### src/rtl/frequency_ascii_formatter.sv
// -----------------------------------------------------------------------------
// frequency_ascii_formatter
//
// Turns each 32-bit frequency word into a fixed-width, right-justified decimal
// ASCII line (10 digits, optional CR LF) and streams it byte by byte over a
// valid/ready handshake to a UART transmitter. Binary-to-BCD conversion is a
// 32-cycle sequential double-dabble. One extra value may wait in a pending
// slot while a line is being converted or emitted; further values overwrite it
// and are counted in a saturating overrun counter.
//
// Parameters:
//   LEADING_SPACES  1: suppressed leading zeros are sent as 0x20; 0: zero-padded
//   APPEND_CRLF     1: 0x0D 0x0A follow the digits (12 bytes); 0: 10 bytes
// Ports:
//   clock            clock, same domain as the frequency counter
//   reset_n          asynchronous active-low reset
//   frequency        unsigned value, sampled when frequency_valid is high
//   frequency_valid  one-cycle strobe: new value present
//   data             ASCII byte (registered)
//   data_valid       data holds a byte to be taken (registered)
//   data_ready       downstream accepts data this cycle
//   busy             high while converting or emitting
//   overrun_count    saturating count of values lost by overwrite
// -----------------------------------------------------------------------------
module frequency_ascii_formatter #(
    parameter int LEADING_SPACES = 1,
    parameter int APPEND_CRLF    = 1
) (
    input  logic        clock,
    input  logic        reset_n,
    input  logic [31:0] frequency,
    input  logic        frequency_valid,
    output logic [7:0]  data,
    output logic        data_valid,
    input  logic        data_ready,
    output logic        busy,
    output logic [7:0]  overrun_count
);

    typedef enum logic [1:0] {
        ST_IDLE    = 2'd0,
        ST_CONVERT = 2'd1,
        ST_EMIT    = 2'd2
    } state_t;

    localparam logic [3:0] LAST_IDX = (APPEND_CRLF != 0) ? 4'd11 : 4'd9;

    // One double-dabble iteration: add 3 to each digit >= 5, then shift left
    // with the next binary bit entering the BCD LSB.
    function automatic logic [39:0] dabble_step(input logic [39:0] bcd,
                                                input logic        bit_in);
        logic [39:0] adj;
        adj = bcd;
        for (int i = 0; i < 10; i++) begin
            if (bcd[4*i +: 4] >= 4'd5) begin
                adj[4*i +: 4] = bcd[4*i +: 4] + 4'd3;
            end else begin
                adj[4*i +: 4] = bcd[4*i +: 4];
            end
        end
        return {adj[38:0], bit_in};
    endfunction

    // Byte at position idx of the line: idx 0..9 are digits 9..0, then CR, LF.
    // A digit is blanked when it and every digit above it are zero, except
    // digit 0 which always prints.
    function automatic logic [7:0] msg_byte(input logic [39:0] bcd,
                                            input logic [3:0]  idx);
        logic [3:0]  pos;
        logic [5:0]  lsb;
        logic [39:0] upper;
        logic [7:0]  b;
        pos   = 4'd9 - idx;
        lsb   = {pos, 2'b00};
        upper = bcd >> lsb;
        if (idx == 4'd10) begin
            b = 8'h0D;
        end else if (idx == 4'd11) begin
            b = 8'h0A;
        end else if (idx > 4'd9) begin
            b = 8'h00;
        end else if ((LEADING_SPACES != 0) && (pos != 4'd0) && (upper == 40'd0)) begin
            b = 8'h20;
        end else begin
            b = 8'h30 + {4'h0, upper[3:0]};
        end
        return b;
    endfunction

    state_t      state_q;
    logic [31:0] bin_q;
    logic [39:0] bcd_q;
    logic [4:0]  iter_q;
    logic [3:0]  idx_q;
    logic [31:0] pend_q;
    logic        pend_full_q;
    logic [7:0]  overrun_q;
    logic [7:0]  data_q;
    logic        data_valid_q;

    logic [39:0] bcd_d;
    logic        final_xfer_s;

    // Next BCD value and detection of the transfer of the last byte of a line.
    always_comb begin
        bcd_d        = dabble_step(bcd_q, bin_q[31]);
        final_xfer_s = 1'b0;
        if ((state_q == ST_EMIT) && data_valid_q && data_ready && (idx_q == LAST_IDX)) begin
            final_xfer_s = 1'b1;
        end else begin
            final_xfer_s = 1'b0;
        end
    end

    // Main FSM: conversion, byte emission, pending slot and overrun counter.
    always_ff @(posedge clock or negedge reset_n) begin
        if (!reset_n) begin
            state_q      <= ST_IDLE;
            bin_q        <= 32'd0;
            bcd_q        <= 40'd0;
            iter_q       <= 5'd0;
            idx_q        <= 4'd0;
            pend_q       <= 32'd0;
            pend_full_q  <= 1'b0;
            overrun_q    <= 8'd0;
            data_q       <= 8'd0;
            data_valid_q <= 1'b0;
        end else begin
            // Any strobe while busy lands in the slot; the final-transfer case
            // below consumes it in the same cycle (later assignment wins).
            if (frequency_valid && (state_q != ST_IDLE)) begin
                pend_q      <= frequency;
                pend_full_q <= 1'b1;
                if (pend_full_q && (overrun_q != 8'hFF)) begin
                    overrun_q <= overrun_q + 8'd1;
                end
            end

            case (state_q)
                ST_IDLE: begin
                    if (frequency_valid) begin
                        bin_q   <= frequency;
                        bcd_q   <= 40'd0;
                        iter_q  <= 5'd0;
                        state_q <= ST_CONVERT;
                    end
                end
                ST_CONVERT: begin
                    bcd_q  <= bcd_d;
                    bin_q  <= {bin_q[30:0], 1'b0};
                    iter_q <= iter_q + 5'd1;
                    if (iter_q == 5'd31) begin
                        // First byte comes straight from the final BCD value so
                        // data_valid rises on the same edge as the 32nd iteration.
                        state_q      <= ST_EMIT;
                        idx_q        <= 4'd0;
                        data_q       <= msg_byte(bcd_d, 4'd0);
                        data_valid_q <= 1'b1;
                    end
                end
                ST_EMIT: begin
                    if (final_xfer_s) begin
                        data_valid_q <= 1'b0;
                        data_q       <= 8'd0;
                        if (pend_full_q || frequency_valid) begin
                            bin_q       <= frequency_valid ? frequency : pend_q;
                            bcd_q       <= 40'd0;
                            iter_q      <= 5'd0;
                            pend_full_q <= 1'b0;
                            state_q     <= ST_CONVERT;
                        end else begin
                            state_q <= ST_IDLE;
                        end
                    end else if (data_valid_q && data_ready) begin
                        idx_q  <= idx_q + 4'd1;
                        data_q <= msg_byte(bcd_q, idx_q + 4'd1);
                    end
                end
                default: begin
                    state_q      <= ST_IDLE;
                    data_valid_q <= 1'b0;
                end
            endcase
        end
    end

    assign data          = data_q;
    assign data_valid    = data_valid_q;
    assign busy          = (state_q != ST_IDLE);
    assign overrun_count = overrun_q;

endmodule

### config.mk
export PLATFORM = sky130hd
export DESIGN_NAME = frequency_ascii_formatter
export DESIGN_NICKNAME = d
export VERILOG_FILES = /design/src/rtl/frequency_ascii_formatter.sv
export SDC_FILE = /design/constraint.sdc
export NUM_CORES = 1
export LEC_CHECK = 0
export BUFFER_PORTS_ARGS = -buffer_cell sky130_fd_sc_hd__buf_2
export CAP_MARGIN = 10
export CORE_MARGIN = 2
export CORE_UTILIZATION = 61
export CTS_CLUSTER_SIZE = 28
export DETAILED_ROUTE_END_ITERATION = 7
export PLACE_DENSITY = 0.82
export SETUP_SLACK_MARGIN = 0.02
export SYNTH_ARGS = -nofsm -noshare
export SYNTH_HDL_FRONTEND = slang
export SYNTH_SLANG_ARGS = --single-unit
export TNS_END_PERCENT = 1
### constraint.sdc
create_clock -name clock -period 4.9 [get_ports clock]
set_clock_uncertainty 0.1 [all_clocks]
set_input_delay 0.245 -clock clock [delete_from_list [all_inputs] [get_ports clock]]
set_output_delay 0.245 -clock clock [all_outputs]
set_load 0.01 [all_outputs]
==> run summary <==
Total GRT Usage: 29.80%
Max Cap Viol: 0
CP Max Fanout: 63
Finished Cell Area: 9265 um2
Syn-to-layout area delta: 14.29%
Fmax: 0.2891 GHz
Mux cell area share after synthesis: 8.813%
Worst-Skew Late Latency: 0.43 ns
Clock slew at reported path FFs: 0.06 ns
Starting DRT DRC Count: 770
Worst setup SP type: flip-flop
Async set or reset register ratio after synthesis: 100.0%
LEAKAGE: 3.929 nW
Ports: 54
VDD IR max: 0.3614 mV
Die area: 14230 um2
Core area: 13090 um2
Post-Synth Simple-Gate Area: 14.82%
Post-Syn Instances: 873
Final Hold Vio Count: 0
Xor/xnor share of the synthesized area: 3.087%
DR DRC count: 0
Crit end category: flip-flop
Initial Utilization: 61.95%
CTS Root Cell: clkbuf_16
Routed length per instance: 18.42 um
Final Max Tran Viols: 0
Status: finished clean
Grt ovf: 0
Buffers added on ports: 51
Share of cells above drive strength 1: 17.17%
Synth Area in Adders: 4.785%
Number of synthesized register bits: 131
Avg Inst Size Synth: 9.286 um2
DR pass1 iterations: 5
Max_slew headroom: 44.58%
DPL Wire Length: 12.57 mm
Post-synthesis cell area: 8107 um2
Total CTS buffers: 17
Final ANT Viol Nets: 0
Via density: 6.312
CTS max path bufs: 2
Routed vias: 6962
Rows: 42
Vias in the first global route: 6694
Sinks on Clock Net: 131
Die H: 119.3 um
Net count, final: 981
Antenna violations before repair: 1
Number of flops mapped to enable cells by yosys: 0
Register area share after synthesis: 40.44%
Resized Gates After CTS: 0
Yosys warning count: 0
DP Area: 8348 um2
Cells after DPL: 1039
CTS tree: built
Non-Filler Instances: 1103
First-pass GRT wire length: 33.72 mm
Pwr/cell area: 631.2 nW/um2
CP required: 5.10 ns
Fill count: 946
CTS H-tree depth: 4
Critical path class: flip-flop to flip-flop
Final setup viols: 0
Main synth FF type: dfrtp_1
Post-layout min period: 3.459 ns
Fin crit share: 70.60%
Placer Congestion: 0.9226
Post-CTS setup buffers: 0
Netlist cell types: 67
Worst-Margin Slew: 0.8313 ns
Setup_tns: 0 ns
WL final: 20.31 mm
Die width: 119.3 um
Compound-Gate Fraction of Synth Area: 22.18%
Largest family of logic cells by synthesized area: compound AO/OA/AOI/OAI gates
Largest net degree at the start of global routing: 91
RSZ-0062 raised after global routing: false
Worst EP arrival: 3.66 ns
Worst Hold Class: primary input to flip-flop
cell usage in the layout (no fill, tap or decap), types with 12 or more instances in the layout:
master | netlist | layout
a22oi_1 | 32 | 32
nand2_1 | 103 | 103
inv_1 | 32 | 32
mux2_2 | 39 | 39
nor3b_1 | 12 | 12
dlygate4sd3_1 | 0 | 32
nor3_1 | 17 | 17
nand2b_1 | 15 | 15
nand3_1 | 28 | 28
nor2_1 | 38 | 36
dfrtp_1 | 131 | 130
o21ai_0 | 44 | 44
ha_1 | 31 | 30
a21oi_1 | 38 | 38
o21ai_1 | 48 | 48
a31oi_1 | 12 | 12
buf_2 | 12 | 50
xnor2_1 | 19 | 19
a22o_1 | 33 | 33
clkbuf_16 | 0 | 17
through the flow:
stage                     util (%)  worst slack, ns  total power, mW  hold slack, ns
after global placement       63.80            1.569            4.424          0.2779
final                        70.81            1.441            5.848         0.01173
after global routing         70.79            1.192            6.232         0.02325
after CTS                    70.79            1.459            5.809        0.004864
after floorplan                  -            2.231            3.853         -0.1506
after detailed placement     63.80            1.504            4.482          0.2819
Yosys cell counts (5+ instances only):
master / n / area, um2
o21ai_0: 44 / 220.2
nor4_1: 8 / 50.05
a21o_1: 8 / 60.06
o31ai_1: 9 / 67.56
mux2i_1: 5 / 50.05
nor3_1: 17 / 85.08
o2111ai_1: 5 / 43.79
nor2_1: 38 / 142.6
o21ai_1: 48 / 240.2
dfrtp_1: 131 / 3278
nand2_1: 103 / 386.6
inv_1: 32 / 120.1
clkbuf_1: 49 / 183.9
a22o_1: 33 / 289.0
mux4_2: 10 / 225.2
buf_4: 7 / 52.55
mux2_2: 39 / 439.2
a211oi_1: 7 / 52.55
a31oi_1: 12 / 75.07
or3_1: 8 / 50.05
and3_1: 5 / 31.28
nand3_1: 28 / 140.1
nor2b_1: 6 / 37.54
nor3b_1: 12 / 90.09
ha_1: 31 / 387.9
a22oi_1: 32 / 240.2
buf_2: 12 / 60.06
xnor2_1: 19 / 166.4
nand2b_1: 15 / 93.84
a21oi_1: 38 / 190.2
worst paths after layout:
check                                  start    endpoint  slack (ns)  cells after the start
worst max-delay path              state_q[0]   bcd_q[26]        1.44                      9
worst min-delay path            frequency[0]   pend_q[0]        0.01                      2
worst max register to register    state_q[0]   bcd_q[26]        1.44                      9
worst min register to register       data[1]     data[1]        0.38                      2
max in group asynchronous            reset_n  pend_q[14]        3.25                      3
min in group asynchronous            reset_n   bcd_q[26]        0.36                      2
critical path, cell delays in order, from the launching register on:
cell and delay, ns:
dfrtp_1 0.41, inv_1 0.09, ha_1 0.55, nor2b_2 0.25
buf_4 0.35, a21o_1 0.23, or2_4 0.56, buf_4 0.53
nand2_1 0.12, o31ai_1 0.12
kinds of logic (layout without fill, tap and decap cells):
family / count (synthesis) / after routing
simple gates: 253 / 253
flops: 131 / 131
compound gates: 270 / 270
fa+ha+maj: 31 / 31
mux: 54 / 54
other cells: 1 / 3
buf+inv: 107 / 159
xor+xnor: 26 / 26
what timing repair did:
item | 4_1_cts | 5_1_grt
hold buffers | 32 | 0
endpoints found under the setup margin | 0 | 0
hold endpoints to repair | 120 | 0
flip-flops by register name, indices dropped and copies added, names as in the netlist:
signal         cells
pend_q            32
iter_q             5
state_q            2
data_valid         1
overrun_count      8
idx_q              4
pend_full_q        1
bcd_q             40
bin_q             32
data               6
power by group:
group | switching [mW] | internal (mW) | leakage [nW]
logic | 1.58 | 1.11 | 1.96
clock network | 0.489 | 0.791 | 0.287
registers | 0.403 | 1.48 | 1.69
cell type report:
| cell class | count | area [um2] | share of cell area, % |
|---|---|---|---|
| Timing Repair Buffer | 94 | 664.4 | 7.171 |
| Antenna cell | 1 | 2.502 | 0.02701 |
| Tap cell | 176 | 220.2 | 2.377 |
| Clock inverter | 10 | 123.9 | 1.337 |
| Inverter | 34 | 127.6 | 1.377 |
| Clock buffer | 21 | 470.5 | 5.078 |
| Multi-Input combinational cell | 636 | 4377 | 47.24 |
| Sequential cell | 131 | 3279 | 35.40 |
per-layer routing:
layer | up-vias | track usage (%) | routed length [um]
met4 | 0 | 12.28 | 460
met2 | 291 | 46.98 | 9857
met3 | 55 | 7.232 | 1314
li1 | 3244 | - | -
met1 | 3372 | 39.58 | 8681
met5 | - | 0 | 0
Power figures use the tool's default switching activity.
